[config.mk]
export PLATFORM = sky130hd
export DESIGN_NAME = us_cmd_tx_engine
export DESIGN_NICKNAME = d
export VERILOG_FILES = /design/src/rtl/us_cmd_tx_engine.sv
export SDC_FILE = /design/constraint.sdc
export NUM_CORES = 1
export LEC_CHECK = 0
export BUFFER_PORTS_ARGS = -buffer_cell sky130_fd_sc_hd__buf_2
export CORE_MARGIN = 3
export CORE_UTILIZATION = 49
export DETAILED_ROUTE_END_ITERATION = 16
export PLACE_DENSITY = 0.81
export SLEW_MARGIN = 20
export SYNTH_ARGS = -nofsm -noshare
export SYNTH_HDL_FRONTEND = slang
export SYNTH_SLANG_ARGS = --single-unit
export TNS_END_PERCENT = 30
[constraint.sdc]
create_clock -name clk -period 2.5 [get_ports clk]
set_input_delay 0.125 -clock clk [delete_from_list [all_inputs] [get_ports clk]]
set_output_delay 0.125 -clock clk [all_outputs]
set_load 0.03 [all_outputs]
[src/rtl/us_cmd_tx_engine.sv]
// us_cmd_tx_engine: pops us_cmd_fifo entries and sends CPLD / MWr32 TLPs on the 32-bit TRN TX port.
// Optional macro US_TX_BOUNDARY_CHK_EN drops (and drains) MWr32 entries that cross a 4 KB boundary.
module us_cmd_tx_engine #(
  parameter logic [1:0] CPL_TYPE  = 2'b00,
  parameter logic [1:0] WR32_TYPE = 2'b01
) (
  input  logic         clk,
  input  logic         rst,
  input  logic [15:0]  completer_id_i,
  input  logic         cfg_bus_mstr_enable_i,
  input  logic         us_cmd_fifo_empty_i,
  output logic         us_cmd_fifo_rd_en_o,
  input  logic [127:0] us_cmd_fifo_dout_i,
  input  logic [31:0]  pl_data_i,
  input  logic         pl_valid_i,
  output logic         pl_rd_o,
  output logic [31:0]  trn_td_o,
  output logic         trn_tsof_n_o,
  output logic         trn_teof_n_o,
  output logic         trn_tsrc_rdy_n_o,
  input  logic         trn_tdst_rdy_n_i,
  input  logic [5:0]   trn_tbuf_av_i,
  output logic         up_wr_cmd_compl_o,
  output logic [1:0]   cmd_id_o,
  output logic         err_o
);
  typedef enum logic [3:0] {IDLE, POP, LOAD, WAIT, H0, H1, H2, DATA, DRAIN, DONE} state_t;
  state_t state_q, state_d;
  logic [95:0] cmd_q;
  logic [7:0]  cnt_q, cnt_d, n_dw;
  logic        err_q, err_d;
  logic        is_wr, last, pl_ok, unused_hi;
  logic [1:0]  ld_type;
  logic [31:0] hdr0, hdr1, hdr2;
  assign unused_hi = ^us_cmd_fifo_dout_i[127:96];
  assign ld_type   = us_cmd_fifo_dout_i[63:62];
  assign is_wr     = cmd_q[63:62] == WR32_TYPE;
  assign n_dw      = {{1'b0, cmd_q[61:57]} + 6'd1, 2'b00};
  assign last      = cnt_q == n_dw - 8'd1;
  assign pl_ok     = !is_wr || pl_valid_i;
  assign err_o     = err_q;
`ifdef US_TX_BOUNDARY_CHK_EN
  logic [7:0] ld_n;
  logic       oob;
  assign ld_n = {{1'b0, us_cmd_fifo_dout_i[61:57]} + 6'd1, 2'b00};
  assign oob  = ({2'b0, us_cmd_fifo_dout_i[11:0]} + {4'b0, ld_n, 2'b00}) > 14'd4096;
`endif
  assign hdr0 = is_wr ? {8'h40, 16'h0, n_dw}
                      : {8'h4A, 1'b0, cmd_q[54:52], 4'b0, cmd_q[51], cmd_q[50], cmd_q[49:48], 2'b0, cmd_q[47:38]};
  assign hdr1 = is_wr ? {completer_id_i, 6'b0, cmd_q[56:55], 8'hFF} : {completer_id_i, 4'b0, 12'd4};
  assign hdr2 = is_wr ? {cmd_q[31:2], 2'b00} : {cmd_q[37:22], cmd_q[21:14], 1'b0, cmd_q[5:0], 1'b0};
  always_ff @(posedge clk) begin
    if (rst) begin
      state_q <= IDLE;
      cnt_q   <= '0;
      err_q   <= 1'b0;
      cmd_q   <= '0;
    end else begin
      state_q <= state_d;
      cnt_q   <= cnt_d;
      err_q   <= err_d;
      if (state_q == LOAD) cmd_q <= us_cmd_fifo_dout_i[95:0];
    end
  end
  always_comb begin
    state_d             = state_q;
    cnt_d               = cnt_q;
    err_d               = err_q;
    us_cmd_fifo_rd_en_o = 1'b0;
    pl_rd_o             = 1'b0;
    trn_td_o            = '0;
    trn_tsof_n_o        = 1'b1;
    trn_teof_n_o        = 1'b1;
    trn_tsrc_rdy_n_o    = 1'b1;
    up_wr_cmd_compl_o   = 1'b0;
    cmd_id_o            = '0;
    case (state_q)
      IDLE: state_d = (!us_cmd_fifo_empty_i && trn_tbuf_av_i != '0) ? POP : IDLE;
      POP: begin
        us_cmd_fifo_rd_en_o = 1'b1;
        state_d             = LOAD;
      end
      LOAD: begin
        cnt_d = '0;
        if (ld_type != CPL_TYPE && ld_type != WR32_TYPE) begin
          err_d   = 1'b1;
          state_d = IDLE;
        end
`ifdef US_TX_BOUNDARY_CHK_EN
        else if (ld_type == WR32_TYPE && oob) begin
          err_d   = 1'b1;
          state_d = DRAIN;
        end
`endif
        else state_d = (ld_type == WR32_TYPE && !cfg_bus_mstr_enable_i) ? WAIT : H0;
      end
      WAIT: state_d = cfg_bus_mstr_enable_i ? H0 : WAIT;
      H0: begin
        trn_td_o         = hdr0;
        trn_tsof_n_o     = 1'b0;
        trn_tsrc_rdy_n_o = 1'b0;
        state_d          = trn_tdst_rdy_n_i ? H0 : H1;
      end
      H1: begin
        trn_td_o         = hdr1;
        trn_tsrc_rdy_n_o = 1'b0;
        state_d          = trn_tdst_rdy_n_i ? H1 : H2;
      end
      H2: begin
        trn_td_o         = hdr2;
        trn_tsrc_rdy_n_o = 1'b0;
        state_d          = trn_tdst_rdy_n_i ? H2 : DATA;
      end
      DATA: begin
        trn_td_o         = is_wr ? pl_data_i : cmd_q[95:64];
        trn_tsrc_rdy_n_o = !pl_ok;
        trn_teof_n_o     = is_wr && !last;
        if (pl_ok && !trn_tdst_rdy_n_i) begin
          pl_rd_o = is_wr;
          cnt_d   = cnt_q + 8'd1;
          state_d = (!is_wr || last) ? DONE : DATA;
        end
      end
      // dropped MWr32: consume its payload so the stream stays aligned with the FIFO
      DRAIN: begin
        pl_rd_o = pl_valid_i;
        if (pl_valid_i) begin
          cnt_d   = cnt_q + 8'd1;
          state_d = last ? DONE : DRAIN;
        end
      end
      DONE: begin
        up_wr_cmd_compl_o = is_wr;
        cmd_id_o          = is_wr ? cmd_q[56:55] : 2'b00;
        state_d           = IDLE;
      end
      default: state_d = IDLE;
    endcase
  end
endmodule

* After elaboration in Yosys (flattened, before gate mapping)
Index checks and enable logic that the tools add are counted.
Cells by class: add/subtract/negate cells 3, reductions and logical operators 21, muxes and demuxes 29, eq/ne operators 15
Operators by type and width (count):
- case mux 32 bit (4 select lines) | 1
- 2-to-1 mux 32 bit | 2
- case mux 4 bit (9 select lines) | 1
- 2-to-1 mux 28 bit | 1
- case mux 8 bit (3 select lines) | 1
- == test 4 x 3 -> 1 bit (second input constant) | 4
- 2-to-1 mux 8 bit | 2
- 2-to-1 mux 4 bit | 3
- 2-to-1 mux 10 bit | 1
- 2-to-1 mux 1 bit | 9
- 2-to-1 mux 3 bit | 3
- adder 8 x 1 -> 8 bit (second input constant) | 1
- == test 4 x 2 -> 1 bit (second input constant) | 2
- == test 4 bit (second input constant) | 2
- == test 8 bit | 1
- subtractor 8 x 1 -> 8 bit (second input constant) | 1
- adder 5 x 1 -> 6 bit (second input constant) | 1
- zero test 1 bit | 6
- 2-to-1 mux 2 bit | 3
- nonzero test 6 bit | 1
- logical AND 1 bit | 5
- == test 2 x 1 -> 1 bit (second input constant) | 2
- == test 4 x 1 -> 1 bit (second input constant) | 1
- zero test 4 bit | 1
- 9 further kinds | 13
Storage, ports and cells: flip-flop bits (word level) 109, logic and storage cells 72, input port bits 188, output and inout port bits 41

* Depth between registers and ports, before layout
depth after elaboration 7, depth in mapped cells 8, gate-level depth less buffers 7

* Least setup slack after synthesis
Ideal clock, no wire load.
path kind reg-to-output, from reg cmd_q[58], to out trn_teof_n_o, stages on the path, launching flop included 8, slack -141 ps, data required time 2375 ps, buffers on the path 0, arrival time 2516 ps, cells stage by stage dfxtp_1 > ha_1 > or4b_4 > o32ai_4 > mux2i_1 > and2_4 > nor4_4 > o21ai_0
On the way: word-level cells in the longest chain between the ends 6
Ends and longest elaborated chain:
- start: declaration | line 29 | logic [95:0] cmd_q;
- start signal: assignment | line 62 | if (state_q == LOAD) cmd_q <= us_cmd_fifo_dout_i[95:0];
- adder 5 x 1 -> 6 bit | line 38 | assign n_dw = {{1'b0, cmd_q[61:57]} + 6'd1, 2'b00};
- subtractor 8 x 1 -> 8 bit | line 39 | assign last = cnt_q == n_dw - 8'd1;
- == test 8 bit | line 39
- zero test 1 bit | line 117 | trn_teof_n_o = is_wr && !last;
- logical AND 1 bit | line 117
- 2-to-1 mux 1 bit | line 77 | case (state_q)
- end: declaration | line 19 | output logic trn_teof_n_o,
Every way passes these cells.

* Worst setup path after layout
from reg cmd_q[57], to out trn_teof_n_o
Same word-level chain as after synthesis.

==> results.py <==
metrics = {
    "power": {
        "irDropWorstVdd_mv": 0.2801,
        "power_mw": 3.977,
        "power.leakage_nw": 2.961,
        "power_density_nw_per_um2": 535.7,
    },
    "die": {
        "num_rows": 39,
        "num_io_pins": 229,
        "die_x_microns": 115,
        "fp.dieArea_sq_um": 13230,
        "die_h_microns": 115,
        "core_sq_um": 11520,
        "start_util": 0.5055,
    },
    "critical_path": {
        "cp_max_fo": 5,
        "r2r_end": "state_q[3]$_SDFFE_PP0P_",
        "endpoint_kind": "primary output",
        "crit_cells": 8,
        "crit_chain": "ha_4 > or4b_4 > o32ai_4 > mux2i_1 > and2_4 > nor4_4 > o21ai_1 > buf_4",
        "critPathKind": "flip-flop to primary output",
        "crit_start": "cmd_q[57]$_SDFFE_PP0N_",
        "r2r_start": "cmd_q[57]$_SDFFE_PP0N_",
        "crit_slowest_cell": "or4b_4",
        "worstPathArrival_ns": 2.52,
        "path_buf_inv": 1,
        "crit_end": "trn_teof_n_o",
        "cp.required_ns": 2.38,
        "slowest_delay_ns": 0.50,
        "cpLargestDelayFamily": "simple AND/OR/NAND/NOR gates",
        "startpoint_type": "flip-flop",
        "r2r_cells": 8,
        "reg2reg_slack_ns": 0.25,
    },
    "placed_design": {
        "io_buffers": 196,
        "place_area_sq_um": 6965,
        "place_congestion": 0.8808,
        "dp_hpwl_microns": 13080,
    },
    "worst_hold_path": {
        "hold_class": "input port to flip-flop",
        "hold_depth": 3,
        "hold_start": "us_cmd_fifo_dout_i[88]",
    },
    "logic_synthesis": {
        "synth_async_sr_flop_share": 0,
        "synth_fp_nets": 977,
        "synth_ff_type": "dfxtp_1",
        "synth_seq_area_share": 0.3748,
        "avgSynthCellArea_sq_um": 7.407,
        "synthesis.area_sq_um": 5822,
        "synth.distinct_cells": 65,
        "yosys_warnings": 0,
        "ys_seq_elements": 109,
        "synth-edff-count": 0,
        "syn_inst": 786,
    },
    "cts": {
        "clock_path_buffers": 2,
        "postCtsHoldBufs": 0,
        "clock_sinks": 109,
        "cts_buffers": 9,
        "clk_latency_ns": 0.34,
        "cts_tree": "done",
        "cts_root_buffer": "clkbuf_16",
        "htree_levels": 3,
        "path_clk_slew_ns": 0.07,
    },
    "finish": {
        "final_cell_area_sq_um": 7423,
        "final_util": 0.6446,
        "fill_cells": 1028,
        "antenna_cells": 0,
        "drive_gt1_frac": 0.2899,
        "fin_nets": 1153,
        "syn_to_final_growth_pct": 27.51,
    },
    "sta": {
        "fmax_ghz": 0.3783,
        "worst_pin_slew_ns": 0.6580,
        "rsz0062_at_grt": "yes",
        "hold_viol": 0,
        "clock_skew_ns": 0.004936,
        "slew_viol_final": 0,
        "min_period_ns": 2.644,
        "setup_tns_ns": -0.1437,
        "setup_slack_ns": -0.1437,
        "whs_ns": 0.01096,
        "setup_violations": 1,
        "slew_headroom": 0.5613,
        "fin_crit_sh": 1.057,
    },
    "route": {
        "drtPass1Iterations": 5,
        "wire_per_inst_microns": 16.71,
        "via_per_inst": 5.658,
        "drtIter0Drc": 547,
        "drc": 0,
        "vias": 6275,
        "wl_microns": 18530,
        "antenna_left": 0,
    },
    "grt": {
        "grt_max_degree": 98,
        "antenna_found_initial": 0,
        "grt_util_met3": 0.03632,
        "grt_pass1_vias": 5835,
        "grt_pass1_wl_microns": 28770,
        "use_met1": 0.3677,
        "overflow": 0,
        "top_usage_layer": "met2",
        "grt_usage": 0.2710,
        "met2_usage": 0.4348,
    },
    "outcome": {
        "violations": "setup timing",
        "status": "finished with violations",
    },
    "run": {
        "cap_violations": 0,
    },
}
[area by class of cell]
type                       instances  area, sq um  share of cell area
clock buffer                      11        242.7             0.03270
clock inverter                     4        72.57            0.009776
inverter                           5        18.77            0.002528
multi-input combinational        607         3425              0.4613
sequential                       109         2188              0.2948
tap                              143        178.9             0.02410
timing repair buffer             230         1297              0.1748
[kinds of logic after synthesis]
family / after synthesis / share of synthesized area
adder cells (fa/ha/maj): 3 / 0.006448
XOR/XNOR: 15 / 0.02579
buffers and inverters: 70 / 0.05287
flip-flops: 109 / 0.3748
AND/OR/NAND/NOR: 325 / 0.2411
AO/OA/AOI/OAI: 223 / 0.2272
multiplexers: 41 / 0.07178
[metal layers]
metal,part of all wire,vias up
li1,-,3065
met1,0.42,2870
met2,0.47,293
met3,0.077,47
met4,0.032,0
met5,0,-
[worst reg2reg max path, stage by stage, from the launching register on]
cell and delay, ns:
dfxtp_2 0.34, ha_4 0.26, or4b_4 0.50, o32ai_4 0.17, mux2i_1 0.26, and2_4 0.18, nor4_4 0.05, buf_4 0.16
a211o_1 0.24
[through the flow]
| stage | setup WS [ns] | instances |
|---|---|---|
| finish | -0.1437 | 1109 |
| floorplan | 0.09097 | 786 |
| global placement | 0.05594 | 1088 |
| global route | -0.2056 | 1109 |
| detailed placement | 0.02963 | 1088 |
| CTS | -0.1776 | 1106 |
[registers in the layout, summed over array words and instances, names as in the netlist]
| name | cells |
|---|---|
| cmd_q | 96 |
| cnt_q | 8 |
| state_q | 4 |
| err_o | 1 |
[cells in the final DEF, fill, tap and decap left out, drive strengths merged, types with 5 or more instances in the layout]
cell	instances
clkbuf	11
xor2	10
nand2b	5
nand2	237
a211oi	16
nor3	7
nand3	6
nand4	5
nor2	35
buf	230
o21ai	29
mux2	6
o22ai	11
a21oi	129
a221oi	9
and2	5
mux2i	35
dfxtp	109
[power by group]
| group | total (mW) | switching [mW] | internal, mW |
|---|---|---|---|
| combinational | 0.601 | 0.345 | 0.256 |
| sequential | 1.86 | 0.0559 | 1.81 |
| clock | 1.51 | 0.615 | 0.899 |
[cells in the mapped netlist (3+ instances only)]
cell type | instances | area, sq um
nor4b_1 | 3 | 26.28
buf_1 | 8 | 30.03
a21oi_1 | 129 | 645.6
buf_2 | 3 | 15.01
a22oi_1 | 3 | 22.52
nand2_1 | 237 | 889.6
mux2i_1 | 35 | 350.3
ha_1 | 3 | 37.54
a211oi_1 | 16 | 120.1
o22ai_1 | 11 | 68.82
o31ai_1 | 3 | 22.52
nand2b_1 | 5 | 31.28
nand3_1 | 6 | 30.03
and2_1 | 4 | 25.02
inv_1 | 4 | 15.01
nor2_1 | 35 | 131.4
xnor2_1 | 4 | 35.03
nor2b_1 | 4 | 25.02
xor2_1 | 10 | 87.58
a221oi_1 | 9 | 78.83
buf_6 | 4 | 45.04
o21ai_0 | 28 | 140.1
clkbuf_1 | 48 | 180.2
mux2_2 | 6 | 67.56
nand4_1 | 5 | 31.28
a221o_1 | 4 | 40.04
nor3_1 | 7 | 35.03
dfxtp_1 | 109 | 2182
o211ai_1 | 3 | 22.52
[repair_timing]
action / 4_1_cts / 5_1_grt
setup endpoints to repair: 4 / 13
cloned: 0 / 0
pin swaps: 4 / 9
gates resized for setup: 11 / 14
setup buffers: 3 / 4
[how the worst min path moves through the flow]
stage	endpoint	slack, ns
after floorplan	cmd_q[33]$_SDFFE_PP0N_	0.26
after global placement	cmd_q[18]$_SDFFE_PP0N_	0.37
after detailed placement	cmd_q[26]$_SDFFE_PP0N_	0.37
after CTS	cmd_q[85]$_SDFFE_PP0N_	0.008
after global routing	cmd_q[92]$_SDFFE_PP0N_	0.01
final	cmd_q[88]$_SDFFE_PP0N_	0.01
Note: power is estimated with default switching activity, not from simulation.
